[config.mk]
export PLATFORM = sky130hd
export DESIGN_NAME = encoder_scheduler
export DESIGN_NICKNAME = d
export VERILOG_FILES = /design/src/rtl/encoder_pkg.sv /design/src/rtl/sched_ack_timer.sv /design/src/rtl/encoder_scheduler.sv
export SDC_FILE = /design/constraint.sdc
export NUM_CORES = 1
export LEC_CHECK = 0
export ABC_AREA = 1
export CAP_MARGIN = 20
export CORE_MARGIN = 2
export CORE_UTILIZATION = 62
export DETAILED_ROUTE_END_ITERATION = 7
export DONT_BUFFER_PORTS = 1
export GPL_TIMING_DRIVEN = 0
export PLACE_DENSITY = 0.79
export SETUP_SLACK_MARGIN = 0.1
export SLEW_MARGIN = 40
export SYNTH_ARGS = -nofsm -noshare
export SYNTH_HDL_FRONTEND = slang
export SYNTH_HIERARCHICAL = 1
export SYNTH_SLANG_ARGS = --single-unit
export TNS_END_PERCENT = 50
[constraint.sdc]
create_clock -name clk -period 2 [get_ports clk]
set_input_delay 0.3 -clock clk [delete_from_list [all_inputs] [get_ports clk]]
set_output_delay 0.3 -clock clk [all_outputs]
set_load 0.02 [all_outputs]
[src/rtl/encoder_pkg.sv]
// Shared encoder definitions: scheduler states, default sizing and the stage index map.
// The encoder top-level uses the same stage indices when it wires up the stage controllers.
package encoder_pkg;

    localparam int NUM_STAGES_DEF = 5;
    localparam int NUM_ROUNDS_DEF = 24;
    localparam int ACK_TO_DEF     = 4;

    localparam int STAGE_ABSORB = 0;
    localparam int STAGE_THETA  = 1;
    localparam int STAGE_ROTATE = 2;
    localparam int STAGE_CHI    = 3;
    localparam int STAGE_IOTA   = 4;

    typedef enum logic [2:0] {
        S_IDLE,
        S_LAUNCH,
        S_WAIT_ACK,
        S_WAIT_DONE,
        S_ADVANCE,
        S_FINISH,
        S_ERROR
    } sched_state_t;

    // Index width that stays at least one bit for single-entry counts.
    function automatic int idx_width(input int n);
        return (n > 1) ? $clog2(n) : 1;
    endfunction

endpackage

[src/rtl/sched_ack_timer.sv]
// Acknowledge timer: counts cycles since a stage launch and flags when the stage
// has kept Ready high for ACK_TO cycles without acknowledging.
module sched_ack_timer
    import encoder_pkg::*;
#(
    parameter int  ACK_TO = ACK_TO_DEF,
    localparam int CW     = $clog2(ACK_TO + 1)
) (
    input  logic          clk,
    input  logic          reset,
    input  logic          clear,
    input  logic          load,
    input  logic [CW-1:0] load_value,
    input  logic          en,
    output logic          expire
);

    logic [CW-1:0] count;

    // NOTE: sequential state uses non-blocking assignments so every register
    // samples the pre-edge values of the others.
    always_ff @(posedge clk or negedge reset) begin
        if (!reset) begin
            count <= '0;
        end else if (clear) begin
            count <= '0;
        end else if (load) begin
            count <= load_value;
        end else if (en && (count != CW'(ACK_TO))) begin
            count <= count + 1'b1;
        end
    end

    // Count reaches ACK_TO on the following edge, which is the cycle Error is entered.
    assign expire = en && (count == CW'(ACK_TO - 1));

endmodule

[src/rtl/encoder_scheduler.sv]
// Encoder sequencer: launches each stage controller in order for NUM_ROUNDS rounds,
// grants the shared memory port to the active stage and exports round/stage indices.
module encoder_scheduler
    import encoder_pkg::*;
#(
    parameter int  NUM_STAGES = NUM_STAGES_DEF,
    parameter int  NUM_ROUNDS = NUM_ROUNDS_DEF,
    parameter int  ACK_TO     = ACK_TO_DEF,
    localparam int SW         = idx_width(NUM_STAGES),
    localparam int RW         = idx_width(NUM_ROUNDS),
    localparam int TW         = $clog2(ACK_TO + 1)
) (
    input  logic                  clk,
    input  logic                  reset,
    input  logic                  start,
    output logic                  Ready,
    output logic                  done,
    output logic                  err,
    output logic [NUM_STAGES-1:0] stage_start,
    input  logic [NUM_STAGES-1:0] stage_ready,
    output logic [NUM_STAGES-1:0] mem_sel,
    output logic [RW-1:0]         round,
    output logic [SW-1:0]         stage
);

    sched_state_t          state, state_next;
    logic [NUM_STAGES-1:0] stage_onehot;
    logic                  sel_ready;
    logic                  last_stage, last_round;
    logic                  timer_load, timer_expire;
    logic                  begin_encode;

    assign stage_onehot = NUM_STAGES'(1) << stage;
    assign sel_ready    = stage_ready[stage];
    assign last_stage   = (stage == SW'(NUM_STAGES - 1));
    assign last_round   = (round == RW'(NUM_ROUNDS - 1));
    assign begin_encode = start && ((state == S_IDLE) || (state == S_ERROR));

    sched_ack_timer #(.ACK_TO(ACK_TO)) u_ack_timer (
        .clk        (clk),
        .reset      (reset),
        .clear      (state == S_IDLE),
        .load       (timer_load),
        .load_value (TW'(1)),
        .en         (state == S_WAIT_ACK),
        .expire     (timer_expire)
    );

    // NOTE: every output of this block gets a default first, so no path can
    // leave one unassigned and infer a latch.
    always_comb begin
        state_next  = state;
        stage_start = '0;
        mem_sel     = '0;
        timer_load  = 1'b0;
        unique case (state)
            S_IDLE, S_ERROR: begin
                if (start) state_next = S_LAUNCH;
            end
            S_LAUNCH: begin
                mem_sel = stage_onehot;
                if (sel_ready) begin
                    stage_start = stage_onehot;
                    timer_load  = 1'b1;
                    state_next  = S_WAIT_ACK;
                end
            end
            S_WAIT_ACK: begin
                mem_sel = stage_onehot;
                if (!sel_ready)       state_next = S_WAIT_DONE;
                else if (timer_expire) state_next = S_ERROR;
            end
            S_WAIT_DONE: begin
                mem_sel = stage_onehot;
                if (sel_ready) state_next = S_ADVANCE;
            end
            S_ADVANCE: begin
                state_next = (last_stage && last_round) ? S_FINISH : S_LAUNCH;
            end
            S_FINISH: begin
                state_next = S_IDLE;
            end
            default: begin
                state_next = S_IDLE;
            end
        endcase
    end

    always_ff @(posedge clk or negedge reset) begin
        if (!reset) begin
            state <= S_IDLE;
            round <= '0;
            stage <= '0;
        end else begin
            state <= state_next;
            if (begin_encode) begin
                round <= '0;
                stage <= '0;
            end else if (state == S_ADVANCE) begin
                if (!last_stage) begin
                    stage <= stage + 1'b1;
                end else if (!last_round) begin
                    round <= round + 1'b1;
                    stage <= '0;
                end
            end
        end
    end

    assign Ready = (state == S_IDLE);
    assign done  = (state == S_FINISH);
    assign err   = (state == S_ERROR);

endmodule

; ---- Yosys cells after proc, flatten, opt, wreduce, memory -nomap -nowiden
; Cells that the tools add are included.
[word_totals]
input_bits = 8
rom_bits = 0
memories = 0
ram_bits = 0
latch_bits = 0
reg_bits = 14
[op_classes]
div_mod_pow = 0
n_addsub = 3
magnitude_cmp = 1
eq_ne = 16
shifts = 1
n_mul = 0
bitwise = 0
muxes = 25
reduce_logical = 14
[ops]
columns = op, n
row1 = $mux W3, 13
row2 = $mux W5, 7
row3 = $pmux W3 S5, 1
row4 = $eq A3 B3 Y1 const B, 4
row5 = $eq A3 B2 Y1 const B, 3
row6 = $add A3 B1 Y3 const B, 2
row7 = $ne A2 B2 Y1 const B, 3
row8 = $ne A3 B3 Y1 const B, 2
row9 = $add A5 B1 Y5 const B, 1
row10 = $eq A5 B5 Y1 const B, 1
row11 = $shl A1 B3 Y5 const A, 1
row12 = $logic_and A1 B1 Y1, 4
row13 = $lt A3 B4 Y1 const B, 1
row14 = $reduce_and A4 Y1, 1
row15 = $reduce_bool A2 Y1, 2
row16 = $bmux W1 S3, 1
row17 = $eq A3 B1 Y1 const B, 1
row18 = $logic_not A3 Y1, 1
row19 = $mux W1, 3
row20 = $ne A3 B2 Y1 const B, 1
row21 = $reduce_and A3 Y1, 1
row22 = $reduce_bool A3 Y1, 1
row23 = $reduce_or A3 Y1, 1
row24 = $ne A2 B1 Y1 const B, 1
row25 = other kinds (3), 3

; ---- Longest topological paths before layout
; Gate-level depths: netlist of the first run.
[logic_depth]
depth_word = 6
ltp_mapped = 13
mapped_depth_nobuf = 13

; ---- Modules after synthesis
; Netlist of the first run, hierarchy kept.
[modules_own_cells]
columns = module, instances, area_each_um2, cells_each
row1 = encoder_scheduler, 1, 900.9, 125
row2 = sched_ack_timer, 1, 231.5, 33

; ---- Worst setup path after synthesis of the first run
; Ideal clock, no wire load.
[synth_path]
path_kind = flip-flop to output port
start = register stage[0]
end = output stage_start[0]
slack_ns = 0.157
n_path_buf = 0
t_required_ns = 1.700
path_stages_with_launch = 9
arrival_time_ns = 1.543
path_cell_list = dfrtp_1 -> inv_2 -> nand2_1 -> nand3_1 -> nand2_1 -> nand2_1 -> nand2_2 -> nand3_2 -> nor3_1
[synth_via]
elab_chain_len = 4
[synth_lines]
columns = item, line_no
row1 = "start, declared", encoder_scheduler.sv:23  ; output logic [SW-1:0] stage
row2 = "start signal, assigned", encoder_scheduler.sv:101  ; stage <= stage + 1'b1;
row3 = $bmux W1 S3, encoder_scheduler.sv:34  ; assign sel_ready = stage_ready[stage];
row4 = $mux W1 (not written as such), encoder_scheduler.sv:34
row5 = $mux W5 *, encoder_scheduler.sv:62  ; if (sel_ready) begin
row6 = $mux W5 *, encoder_scheduler.sv:56  ; unique case (state)
row7 = "end, declared", encoder_scheduler.sv:19  ; output logic [NUM_STAGES-1:0] stage_start,
; Every way passes the cells marked *; elsewhere a longest branch is shown, timed or not. The select of a mux whose other input is x is not followed.

; ---- Worst setup path in the final report of the first run
[layout_path]
start = register stage[0]
end = output stage_start[4]
; Same word-level chain as after synthesis.

==> results of run 1 <==
cell usage in the layout, fill, tap and decap left out, types with 3 or more instances in the layout:
cell type / instances
nor3_4: 4
nor2_1: 13
nand3_1: 15
dfrtp_2: 3
ha_1: 9
nand2_2: 7
inv_1: 25
dfrtp_1: 11
buf_4: 6
nand2_1: 29
o21ai_0: 6
conb_1: 3
clkbuf_4: 3
cell families (layout without fill, tap and decap cells):
group,after synthesis,after routing
other cells,2,3
buf+inv,32,42
flops,14,14
fa+ha+maj,9,9
compound gates,15,15
simple gates,86,86
metal layers:
layer	vias up	global-route usage [%]	wire, um	share of wire, %
li1	523	-	-	-
met1	496	30.07	1002	41
met4	0	13.89	60	2.5
met3	7	4.615	90	3.7
met2	23	40.28	1271	52
met5	-	0	0	0
state kept, by name, summed over array words and instances, names as in the netlist:
name,cells
u_ack_timer/count,3
round,5
stage,3
state,3
timing repair:
item / in CTS / in global routing
hold buffers: 1 / 0
gates cloned: 0 / 0
endpoints found under the setup margin: 9 / 13
resized for setup: 18 / 8
pin swaps: 2 / 6
endpoints found under the hold margin: 14 / 0
setup buffers: 3 / 2
per-stage QoR:
step | hold WS (ns) | worst slack, ns
floorplan | 0.004409 | 0.1566
global placement | 0.004671 | -0.001813
detailed placement | 0.004606 | -0.03759
CTS | 0.1927 | 0.009188
global route | 0.2009 | -0.1030
finish | 0.1933 | -0.005591
synth_stat cells (2+ instances only):
cell type and count:
ha_1 9, nor2_1 15, a21oi_2 2, nand2_1 32, conb_1 2, nor2_2 2
o21ai_0 6, nand2_2 4, dfrtp_1 14, o21ai_1 2, nand3_1 17, a21oi_1 2
nand2_4 2, nand4_1 2, inv_1 27, nor3_1 7, inv_2 3, buf_4 2
critical path, cell delays in order, from the launching register on:
cell	delay [ns]
dfrtp_2	0.50
nand2_1	0.14
nand3_2	0.09
nand2_1	0.08
nand2_2	0.06
nand2_2	0.09
nand3_4	0.13
buf_4	0.19
nor2_4	0.14
power breakdown:
group	switching (W)	internal, W	total (W)
sequential	0.000113	0.000361	0.000474
clock	0.000101	0.000111	0.000212
combinational	0.000799	0.000393	0.00119
cell type report:
type                            count  area [um2]
Multi-Input combinational cell    113       742.0
Inverter                           30       121.4
Clock buffer                        4       36.28
Sequential cell                    14       354.1
Fill cell                         142       375.4
Timing Repair Buffer                6       47.55
Tap cell                           25       31.28
Buffer                              2       18.77
final timing paths:
path                                 startpoint                    to
max                                    stage[0]        stage_start[4]
min reg2reg                u_ack_timer/count[1]  u_ack_timer/count[1]
min                                       start              round[4]
max in group asynchronous                 reset              stage[2]
min in group asynchronous                 reset              state[1]
max reg2reg                            stage[0]  u_ack_timer/count[1]
==> flow_summary_export.csv, run 1 <==
group,metric,value,unit
setup_path,ff2ff_path_depth,13,
placed_design,hpwlAfterDp,1739,um
placed_design,placed_area,1167,um2
pwr,p_total,0.001879,W
sta,hold_viol,0,
logic_synthesis,yosysTopAreaCell,"dfrtp_1",
logic_synthesis,netlist_area,1132,um2
global_routing,grt_max_degree,15,
clock_tree,cts-root-buf,"clkbuf_4",
die,dieArea,2184,um2
die,core-area,1727,um2
clock_tree,clkSinkCount,14,
die,die_w,46.74,um
sta,slew_viol_final,0,
logic_synthesis,synthAdderAreaFrac,9.945,%
global_routing,antenna_found_initial,0,
global_routing,overflow,0,
route,vias,1049,
pwr,p_leak,0.6900,nW
logic_synthesis,avgSynthCellArea,7.167,um2
logic_synthesis,yosys.cell_types.count,26,
setup_path,critPathLaunchType,"register",
setup_path,cp_data_required_time,1.70,ns
die,start_util,65.58,%
status,status,"finished, violations left",
final_layout,antenna_cells,0,
route,vias_per_cell,5.407,
logic_synthesis,synth-seq-cells,14,
setup_path,rrSetupSlack,0.11,ns
sta,setup_ws,-0.005591,ns
setup_path,crit_path_end_kind,"output pin",
die,ios,29,
route,drc,0,
pwr,peakVddDrop,0.7469,mV
sta,finalCritPeriodShare,100.3,%
die,die_y,46.74,um
pwr,power_density,1391,nW/um2
die,num_rows,15,
setup_path,criticalPathCategory,"register to output pin",
route,drt_iter0_markers,24,
logic_synthesis,synthSimpleGateAreaFrac,39.23,%
logic_synthesis,synth-edff-count,0,
clock_tree,cts_tree,"done",
global_routing,grt_pass1_vias,913,
clock_tree,cts_max_level,1,
clock_tree,cts_made_buffers,3,
sta,max_slew.worst_pin.slew,0.6574,ns
flow_run,cap_viol_max_count,0,
setup_path,crit_arrival,1.71,ns
final_layout,area_delta_synth_final,19.34,%
setup_path,crit_fanout,6,
placed_design,portBuffers,0,
final_layout,final_cell_area,1351,um2
global_routing,grt_first_pass_wirelength,3726,um
sta,finClkSkew,0.009928,ns
sta,period_minus_slack,2.006,ns
clock_tree,clock_latency,0.29,ns
logic_synthesis,synth_top_flop_cell,"dfrtp_1",
logic_synthesis,ys_warn_count,6,
sta,max_freq,498.6,MHz
logic_synthesis,netlist_instances,158,
clock_tree,clk_pin_slew,0.09,ns
final_layout,nNetsFinal,187,
final_layout,post-route-util,78.26,%
sta,fin_setup_tns,-0.005591,ns
status,violations,"negative setup slack",
logic_synthesis,synthMuxAreaShare,0,%
route,totalWireLength,2426,um
final_layout,finalNonFillerCells,194,
route,firstDrtPassIters,4,
min_path,holdPathStages,3,
logic_synthesis,synthArstFlopShare,100.0,%
logic_synthesis,synth.top_cell.area_share,30.94,%
sta,setup_viol,1,
sta,rsz0062_at_grt,"true",
clock_tree,cts.path.max_buffers,2,
global_routing,grt.total_usage,24.42,%
route,wl_per_cell,12.51,um
placed_design,gp_congestion,0.8274,
logic_synthesis,synthTopCellsByArea,"dfrtp_1, nand2_1, ha_1, inv_1, nand3_1",
placed_design,place_inst,184,
sta,relSlewSlack,55.84,%
min_path,min-delay-path-class,"input pin to register",
route,final_antenna_net_count,0,
logic_synthesis,yosysSeqAreaShare,30.94,%
logic_synthesis,synth_top_family_by_area,"simple AND/OR/NAND/NOR gates",
final_layout,drive_gt1_share,27.22,%
logic_synthesis,synth-compound-area-share,7.956,%
logic_synthesis,synth_xor_area_share,0,%
Note: power is estimated with default switching activity, not from simulation.
==> run 2: changes to the inputs <==
- SETUP_SLACK_MARGIN: 0.1 -> default
==> flow_summary_export.csv, run 2 (same netlist as run 1, synthesis figures left out) <==
group,metric,value,unit
status,status,"completed",
route,drc,0,
clock_tree,clk_pin_slew,0.09,ns
die,ios,29,
final_layout,mostFrequentLayoutCell,"nand2_1",
sta,period_minus_slack,1.996,ns
pwr,peakVddDrop,0.7355,mV
sta,slew_viol_final,0,
final_layout,area_delta_synth_final,17.68,%
global_routing,grt_first_pass_wirelength,3636,um
route,vias_per_cell,5.358,
die,die_w,46.74,um
setup_path,crit_fanout,5,
sta,relSlewSlack,55.87,%
global_routing,grt.total_usage,23.86,%
pwr,power_density,1377,nW/um2
final_layout,final_cell_area,1333,um2
die,die_y,46.74,um
clock_tree,cts_made_buffers,3,
sta,max_freq,501.1,MHz
final_layout,nNetsFinal,186,
die,core-area,1727,um2
global_routing,antenna_found_initial,0,
final_layout,drive_gt1_share,26.19,%
placed_design,placed_area,1167,um2
clock_tree,cts_tree,"done",
sta,max_slew.worst_pin.slew,0.6570,ns
clock_tree,cts.path.max_buffers,2,
setup_path,ff2ff_path_depth,13,
route,final_antenna_net_count,0,
final_layout,post-route-util,77.17,%
sta,finalCritPeriodShare,99.79,%
setup_path,crit_path_top_delay_cell,"nor3_1",
global_routing,grt_pass1_vias,888,
sta,fin_setup_tns,0,ns
route,firstDrtPassIters,4,
setup_path,timing.rr.end,"u_ack_timer/count[1]",
route,totalWireLength,2365,um
die,dieArea,2184,um2
clock_tree,cts-root-buf,"clkbuf_4",
setup_path,crit_path_end_kind,"output pin",
clock_tree,clock_latency,0.29,ns
setup_path,crit_arrival,1.70,ns
final_layout,layout_common_cells,"nand2_1, inv_1, nand3_1, nor2_1, dfrtp_1",
sta,setup_viol,0,
sta,finClkSkew,0.01030,ns
setup_path,critPathBufInv,2,
setup_path,criticalPathCategory,"register to output pin",
global_routing,overflow,0,
setup_path,rrSetupSlack,0.16,ns
min_path,holdPathStages,3,
setup_path,path_delay_family,"simple AND/OR/NAND/NOR gates",
final_layout,largest_register_ffs,5,
placed_design,portBuffers,0,
sta,holdWs,0.1934,ns
pwr,p_leak,0.6910,nW
setup_path,cp_data_required_time,1.70,ns
setup_path,critical-path-max-stage-delay,0.56,ns
min_path,min-delay-path-class,"input pin to register",
sta,hold_viol,0,
setup_path,path_cells,"inv_2, ha_1, inv_1, nor3_1",
route,drt_iter0_markers,24,
die,num_rows,15,
die,start_util,65.58,%
sta,rsz0062_at_grt,"true",
route,vias,1034,
route,wl_per_cell,12.25,um
final_layout,largest-register,"round",
global_routing,grt_max_degree,15,
min_path,hp-start,"start",
setup_path,r2r_start,"stage[0]",
flow_run,cap_viol_max_count,0,
placed_design,hpwlAfterDp,1739,um
setup_path,critPathLaunchType,"register",
final_layout,antenna_cells,0,
min_path,worstHoldEndpoint,"round[4]",
clock_tree,clkSinkCount,14,
clock_tree,cts_max_level,1,
final_layout,fillCellCount,145,
placed_design,gp_congestion,0.8274,
## run 2: changes by cell type in the layout (fill, tap and decap cells not counted), sizes merged
cell      delta
buf          -1
clkinvlp     -1
inv          +1
## run 2: layer usage
| metal | vias to the layer above | GRT usage [%] | wire [um] |
|---|---|---|---|
| li1 | 521 | - | - |
| met1 | 487 | 29.58 | 1002 |
| met2 | 21 | 39.72 | 1230 |
| met3 | 5 | 4.231 | 87 |
| met4 | 0 | 12.78 | 45 |
| met5 | - | 0 | 0 |
## run 2: timing repair
item	in CTS	in global routing
buffers inserted	1	3
hold buffers	1	0
endpoints found under the hold margin	14	0
pin swaps	3	5
endpoints found under the setup margin	8	7
resized for setup	18	5
## run 2: area by class of cell
type	instances	area [um2]	share of cell area [%]
Tap cell	25	31.28	2.347
Inverter	30	115.1	8.638
Timing Repair Buffer	5	40.04	3.005
Buffer	2	18.77	1.408
Sequential cell	14	354.1	26.57
Clock buffer	4	36.28	2.723
Multi-Input combinational cell	113	737.0	55.31
## run 2: worst register-to-register path: stages (launching register included)
cell,delay (ns)
dfrtp_2,0.50
inv_4,0.12
nand2_2,0.06
nand3_2,0.06
nand2_1,0.06
nand2_2,0.07
nand2_2,0.07
nand3_4,0.13
buf_4,0.14
inv_1,0.09
nor2_2,0.19
nand2_2,0.10
nand3_1,0.09
nand2_1,0.06
## run 2: worst max path at each step
stage	startpoint	cells after the start	slack, ns	end
2_1_floorplan	stage[0]	8	0.16	stage_start[0]
3_3_place_gp	stage[0]	8	-0.002	stage_start[0]
3_5_place_dp	stage[0]	8	-0.04	stage_start[1]
4_1_cts	stage[0]	8	0.00001	stage_start[1]
5_1_grt	stage[0]	8	-0.09	stage_start[2]
6_report	stage[1]	4	0.004	mem_sel[1]
## run 2: per-stage QoR
step / total power (W) / std cells / setup WS, ns
after detailed placement: 0.001430 / 184 / -0.03759
after global routing: 0.002000 / 193 / -0.09366
after floorplan: 0.001267 / 159 / 0.1566
after CTS: 0.001766 / 190 / 0.000009770
after global placement: 0.001389 / 184 / -0.001813
final: 0.001835 / 193 / 0.004205
## run 2: power by group
| group | total, W | internal, W | switching, W |
|---|---|---|---|
| clock network | 0.000212 | 0.000111 | 0.000101 |
| registers | 0.000471 | 0.000361 | 0.000110 |
| logic | 0.00115 | 0.000372 | 0.000780 |
| total | 0.00184 | 0.000843 | 0.000992 |
